## config.mk

```make
export PLATFORM = sky130hd
export DESIGN_NAME = send_an_flp
export DESIGN_NICKNAME = d
export VERILOG_FILES = /design/src/rtl/send_an_flp.sv
export SDC_FILE = /design/constraint.sdc
export NUM_CORES = 1
export LEC_CHECK = 0
export ABC_AREA = 1
export BUFFER_PORTS_ARGS = -buffer_cell sky130_fd_sc_hd__buf_2
export CAP_MARGIN = 20
export CELL_PAD_IN_SITES_DETAIL_PLACEMENT = 0
export CELL_PAD_IN_SITES_GLOBAL_PLACEMENT = 1
export CORE_MARGIN = 8
export CORE_UTILIZATION = 46
export DETAILED_ROUTE_END_ITERATION = 10
export PLACE_DENSITY = 0.91
export SLEW_MARGIN = 15
export SYNTH_ARGS = -nofsm -noshare
export SYNTH_HDL_FRONTEND = slang
export SYNTH_SLANG_ARGS = --single-unit
export TNS_END_PERCENT = 5
```

## constraint.sdc

```tcl
create_clock -name clk -period 4.7 [get_ports clk]
set_input_delay 0.94 -clock clk [delete_from_list [all_inputs] [get_ports clk]]
set_output_delay 0.94 -clock clk [all_outputs]
set_load 0.03 [all_outputs]
```

## src/rtl/send_an_flp.sv

```systemverilog
// Auto-negotiation FLP transmitter: three 16-bit pages, each sent as BURSTS_PER_PAGE clock/data bursts.
// Optional complementary output an_sgmii_rx_n under macro SEND_AN_FLP_DIFF_OUT_EN.
module send_an_flp #(
   parameter int PULSE_CYC       = 12,
   parameter int SLOT_CYC        = 7812,
   parameter int BURSTS_PER_PAGE = 6,
   parameter int GAP_CYC         = 2000000
) (
   input  logic        clk,
   input  logic        reset,
   input  logic        start,
   input  logic [47:0] an_config,
   output logic        done,
`ifdef SEND_AN_FLP_DIFF_OUT_EN
   output logic        an_sgmii_rx_n,
`endif
   output logic        an_sgmii_rx_p
);

   localparam int CMAX = (GAP_CYC > SLOT_CYC) ? GAP_CYC : SLOT_CYC;
   localparam int CW   = $clog2(CMAX + 1);
   localparam int BW   = (BURSTS_PER_PAGE > 1) ? $clog2(BURSTS_PER_PAGE) : 1;

   typedef enum logic [2:0] {IDLE, HIGH, LOW, GAP, DONE} st_t;

   st_t             st_q, st_d;
   logic [CW-1:0]   cyc_q, cyc_d;
   logic [5:0]      pos_q, pos_d;
   logic [BW-1:0]   bur_q, bur_d;
   logic [1:0]      pg_q, pg_d;
   logic [47:0]     cfg_q, cfg_d;
   logic            start_q, arm_q;
   logic            edge_w, last_w, pulse_nxt;
   logic [15:0]     word_w;
   logic [5:0]      pos_inc;

   // arm_q blocks a start that was already high when reset released
   assign edge_w  = start & ~start_q & arm_q;
   assign pos_inc = pos_q + 6'd1;
   assign last_w  = (pg_q == 2'd2) && (bur_q == BW'(BURSTS_PER_PAGE - 1));

   always_comb begin
      case (pg_q)
         2'd0:    word_w = cfg_q[47:32];
         2'd1:    word_w = cfg_q[31:16];
         default: word_w = cfg_q[15:0];
      endcase
   end

   // Next slot pulses if it is a clock slot or its data bit is set (bit k at slot 2k+1)
   assign pulse_nxt = ~pos_inc[0] | word_w[pos_inc[4:1]];

   always_ff @(posedge clk or posedge reset) begin
      if (reset) begin
         st_q    <= IDLE;
         cyc_q   <= '0;
         pos_q   <= '0;
         bur_q   <= '0;
         pg_q    <= '0;
         cfg_q   <= '0;
         start_q <= 1'b0;
         arm_q   <= 1'b0;
      end else begin
         st_q    <= st_d;
         cyc_q   <= cyc_d;
         pos_q   <= pos_d;
         bur_q   <= bur_d;
         pg_q    <= pg_d;
         cfg_q   <= cfg_d;
         start_q <= start;
         arm_q   <= arm_q | ~start;
      end
   end

   always_comb begin
      st_d  = st_q;
      cyc_d = cyc_q;
      pos_d = pos_q;
      bur_d = bur_q;
      pg_d  = pg_q;
      cfg_d = cfg_q;
      case (st_q)
         IDLE, DONE: begin
            if (edge_w) begin
               st_d  = HIGH;
               cfg_d = an_config;
               cyc_d = '0;
               pos_d = '0;
               bur_d = '0;
               pg_d  = '0;
            end
         end
         HIGH: begin
            if (cyc_q == CW'(PULSE_CYC - 1)) begin
               if (pos_q == 6'd32) begin
                  cyc_d = '0;
                  pos_d = '0;
                  if (last_w) begin
                     st_d = DONE;
                  end else begin
                     st_d = GAP;
                     if (bur_q == BW'(BURSTS_PER_PAGE - 1)) begin
                        bur_d = '0;
                        pg_d  = pg_q + 2'd1;
                     end else begin
                        bur_d = bur_q + BW'(1);
                     end
                  end
               end else begin
                  st_d  = LOW;
                  cyc_d = cyc_q + CW'(1);
               end
            end else begin
               cyc_d = cyc_q + CW'(1);
            end
         end
         LOW: begin
            if (cyc_q == CW'(SLOT_CYC - 1)) begin
               cyc_d = '0;
               pos_d = pos_inc;
               st_d  = pulse_nxt ? HIGH : LOW;
            end else begin
               cyc_d = cyc_q + CW'(1);
            end
         end
         GAP: begin
            if (cyc_q == CW'(GAP_CYC - 1)) begin
               cyc_d = '0;
               st_d  = HIGH;
            end else begin
               cyc_d = cyc_q + CW'(1);
            end
         end
         default: st_d = IDLE;
      endcase
   end

   always_comb begin
      an_sgmii_rx_p = (st_q == HIGH);
      done          = (st_q == DONE);
`ifdef SEND_AN_FLP_DIFF_OUT_EN
      an_sgmii_rx_n = ~(st_q == HIGH);
`endif
   end

endmodule

```

==> results summary <==
At the pin with the least slew margin, the transition time is between 0.9 and 1 ns. The final standard cell utilization of the core came out at 0.526. The maximum clock insertion buffer count is 2.

The power density over cell area is 628 nW/um^2. The total power consumption of the routed design is 0.00337 W. Once detail routing completed, the nets flagged for antenna violations numbered 0. On the final layout, the worst clock skew is 0.00830 ns. The detailed-route vias per instance is 5.20. Of all nets on the critical path, the largest fanout is 50. Data on the critical path is required at its endpoint by 4.95 ns.

The die boundary height came out at 118 microns. The total internal power came out at ~0.0019 W. The full die area came out at 13900 sq um. The total of endpoints with negative setup slack in the final report came out at 0. The number of distinct library cells after synthesis is 39.

Summed over all nets, the switching power comes to 0.00151 W. Setup repair after global routing left no endpoint under its margin. The share of total power dissipated in sequential elements is 0.379. The number of buffers added on ports came out at 52.

The count of unresolved DRC violations after routing came out at 0. The number of register bits inferred by synthesis is 85. The total of max-cap violations came out at 0. The buffers inserted during post-CTS setup optimization came out at 0. The total leakage power came out at 2.67 nW. The final layout contains routed wiring with a total length of ~12000 microns.

The hold buffer count at CTS is 0. The worst setup path is launched from a primary input. The largest vdd supply drop came out at 0.305 mV. TritonCTS built the clock tree. The count of placed standard cells including taps is 812. Routability-driven placement finished with a final weighted congestion of between 0.9 and 1. The initial antenna violation count is 0. The flow ran to the end, and the final reports show no timing, DRC or antenna violations. For this run, the number of Yosys warnings is 0. Once detailed placement completed, the half-perimeter wirelength came to 8880 microns. OpenSTA, run right after detailed placement, puts the worst setup slack at 1.74 ns. The repair_antennas step left the layout with diodes totalling 0.

The switching fraction of total power is 0.447. The tightest min-delay check is of the reg2reg type. The clock sink count is 85. Excluding fillers, the count of instances in the completed layout stands at 829. For this run the aggregate overflow at the end of global routing stands at 0. A synthesized cell averages between 7 and 8 sq um.

The core box area came out at roughly 10000 sq um. STA classifies the critical path endpoint as a flop. The worst slew margin relative to its limit is 0.381. The final critical-path required period came out at ~2.6 ns. The via count of the first global-routing pass is 4336. The fraction of layout cells with a size suffix above 1 is 0.162.

The number of standard-cell rows in the floorplan is 37. The share of synthesized area in the top cell type comes to 0.444. The filler cells instantiated in the layout total 980. The maximum number of pins on one net before global-route repair is 57. The final-layout setup total negative slack is 0 ns. The number of slew-limit violations in the final report is 0. The maximum level of the CTS H-tree came out at 3. The number of CTS-inserted buffers came out at 9. The number of nets in the synthesized netlist is 702. The floorplan step set the die width to roughly 120 microns. The first global-routing pass estimated 21400 microns of wire.

For this configuration, the core starts out at a cell density of 0.468. The number of hold-slack violations in the final timing report is 0. The post-synthesis cell area came out at 4790 sq um.

The synthesized instance count came out at 645. The critical path is of the in2reg type. The number of gates given a new drive strength after cts is 0.

The clock tree root driver cell is clkbuf_8. Of the total power, combinational logic draws 0.436. The I/O pin count is 53. The worst endpoint data arrival time is approximately 2.8 ns. The final net count came out at about 750. From synthesis to final layout, the design area changed by 12.4%.

The number of design-rule violations left by the first detailed-router iteration came out at roughly 350. The average detailed-routed wire length per instance is between 10 and 15 microns. The clock share of power came out at 0.185. The maximum frequency from static timing analysis is 392 MHz. For this run, the total global-route usage over all layers was measured as 0.186. The worst setup margin is 2.15 ns. The sequential-to-total area share from yosys stat came out at 0.444.

The period utilization came out at 0.543. dfrtp_1 takes more of the synthesized area than any other cell. For this run, the detailed router's first-pass iteration total came to 5. The post-CTS clock slew at the launch and capture registers of the worst setup and hold paths is about 0.08 ns. The via count of the routed design is 4310.

The later-pin clock latency in the skew report came out at 0.37 ns. Yosys attributes the largest share of cell area to dfrtp_1 44%, nand2_1 21%, nand3_1 6.1%.
[cells in the mapped netlist]
cell type,instances
o2111ai_1,1
buf_8,1
o22ai_2,9
nor3_1,11
or2_2,3
a21oi_1,13
buf_2,13
inv_2,6
nand4_1,17
o32ai_1,1
a311oi_1,1
inv_1,49
buf_4,2
clkinv_1,1
nor2_4,4
nor4_2,1
clkbuf_1,5
nand3_1,58
nand2_2,4
o21ai_0,8
a31o_2,1
nor2_1,26
o22ai_1,1
nor4_1,5
nand4_2,2
nor2_2,5
buf_1,3
nand3_2,1
o21ai_1,9
a21oi_2,1
nand2_4,1
nor3b_1,2
dfrtp_1,85
nand3b_1,1
nor3b_2,1
xor2_1,12
o211ai_1,1
nand2_1,274
ha_1,6
[logic make-up (layout without fill, tap and decap cells)]
group	Yosys count	after routing	share of synthesized area
AOI/OAI and AO/OA	46	46	0.0669
xor gates and xnor gates	12	12	0.0220
adders and majority gates	6	6	0.0157
buffers and inverters	80	128	0.0701
DFF	85	85	0.444
and+or+nand+nor	416	416	0.381
[cell usage in the layout (no fill, tap or decap), types with 4 or more instances in the layout]
master,synthesis,routed
o22ai_2,9,9
clkbuf_8,0,9
nor2_4,4,5
o21ai_1,9,9
nor3_1,11,11
inv_1,49,48
nand3_1,58,58
nand4_1,17,17
ha_1,6,6
nor2_1,26,26
nor4_1,5,5
nand2_2,4,4
xor2_1,12,12
a21oi_1,13,13
dfrtp_1,85,85
buf_2,13,52
o21ai_0,8,8
nand2_1,274,274
nor2_2,5,4
inv_2,6,6
clkinv_2,0,4
[power by group through the flow]
stage | Clock, W | Combinational, W | Sequential [W]
2_1_floorplan | 0 | 0.00120 | 0.00119
3_3_place_gp | 0 | 0.00143 | 0.00128
3_5_place_dp | 0 | 0.00146 | 0.00128
4_1_cts | 0.000639 | 0.00147 | 0.00127
5_1_grt | 0.000674 | 0.00169 | 0.00132
6_report | 0.000624 | 0.00147 | 0.00128
[layout make-up]
class	instances	area, sq um	area share
Multi-Input combinational cell	480	2330	0.433
Sequential cell	85	2130	0.396
Timing Repair Buffer	56	303	0.0563
Inverter	56	211	0.0393
Tap cell	136	170	0.0316
Clock buffer	9	124	0.0230
Clock inverter	7	114	0.0212
[flip-flops by register name, indices dropped and copies added (netlist names)]
signal / flops
pos_q: 6
bur_q: 3
pg_q: 2
arm_q: 1
cyc_q: 21
cfg_q: 48
start_q: 1
st_q: 3
[critical path, stage by stage]
cell and delay (ns):
buf_2 0.09, inv_1 0.04, nor2_1 0.07, nand2_1 0.11, nor2_4 0.09, buf_4 0.44
nor2_4 0.13, inv_2 0.33, nand4_2 0.35, nand2_1 0.13, o21ai_1 0.07
[stage by stage]
stage	hold slack (ns)	instance area, sq um
finish	0.475	5380
global route	0.488	5380
CTS	0.478	5360
global placement	0.451	5120
floorplan	0.440	4790
detailed placement	0.458	5120
[metal layers]
metal	wire (microns)	share of wire	vias to the layer above	GRT usage
met5	0	0	-	0
met4	172	0.014	0	0.0729
met3	531	0.043	12	0.0245
met2	5470	0.45	118	0.281
met1	6090	0.50	2035	0.263
li1	-	-	2145	-
[final timing paths]
path / from / to / slack (ns) / cells after the start
max: start / pos_q[4] / 2.15 / 11
min: arm_q / arm_q / 0.47 / 1
max reg2reg: pos_q[0] / st_q[0] / 2.23 / 13
min reg2reg: arm_q / arm_q / 0.47 / 1
max in group asynchronous: reset / cfg_q[21] / 3.26 / 4
min in group asynchronous: reset / cfg_q[36] / 0.48 / 2
Power figures use the tool's default switching activity.
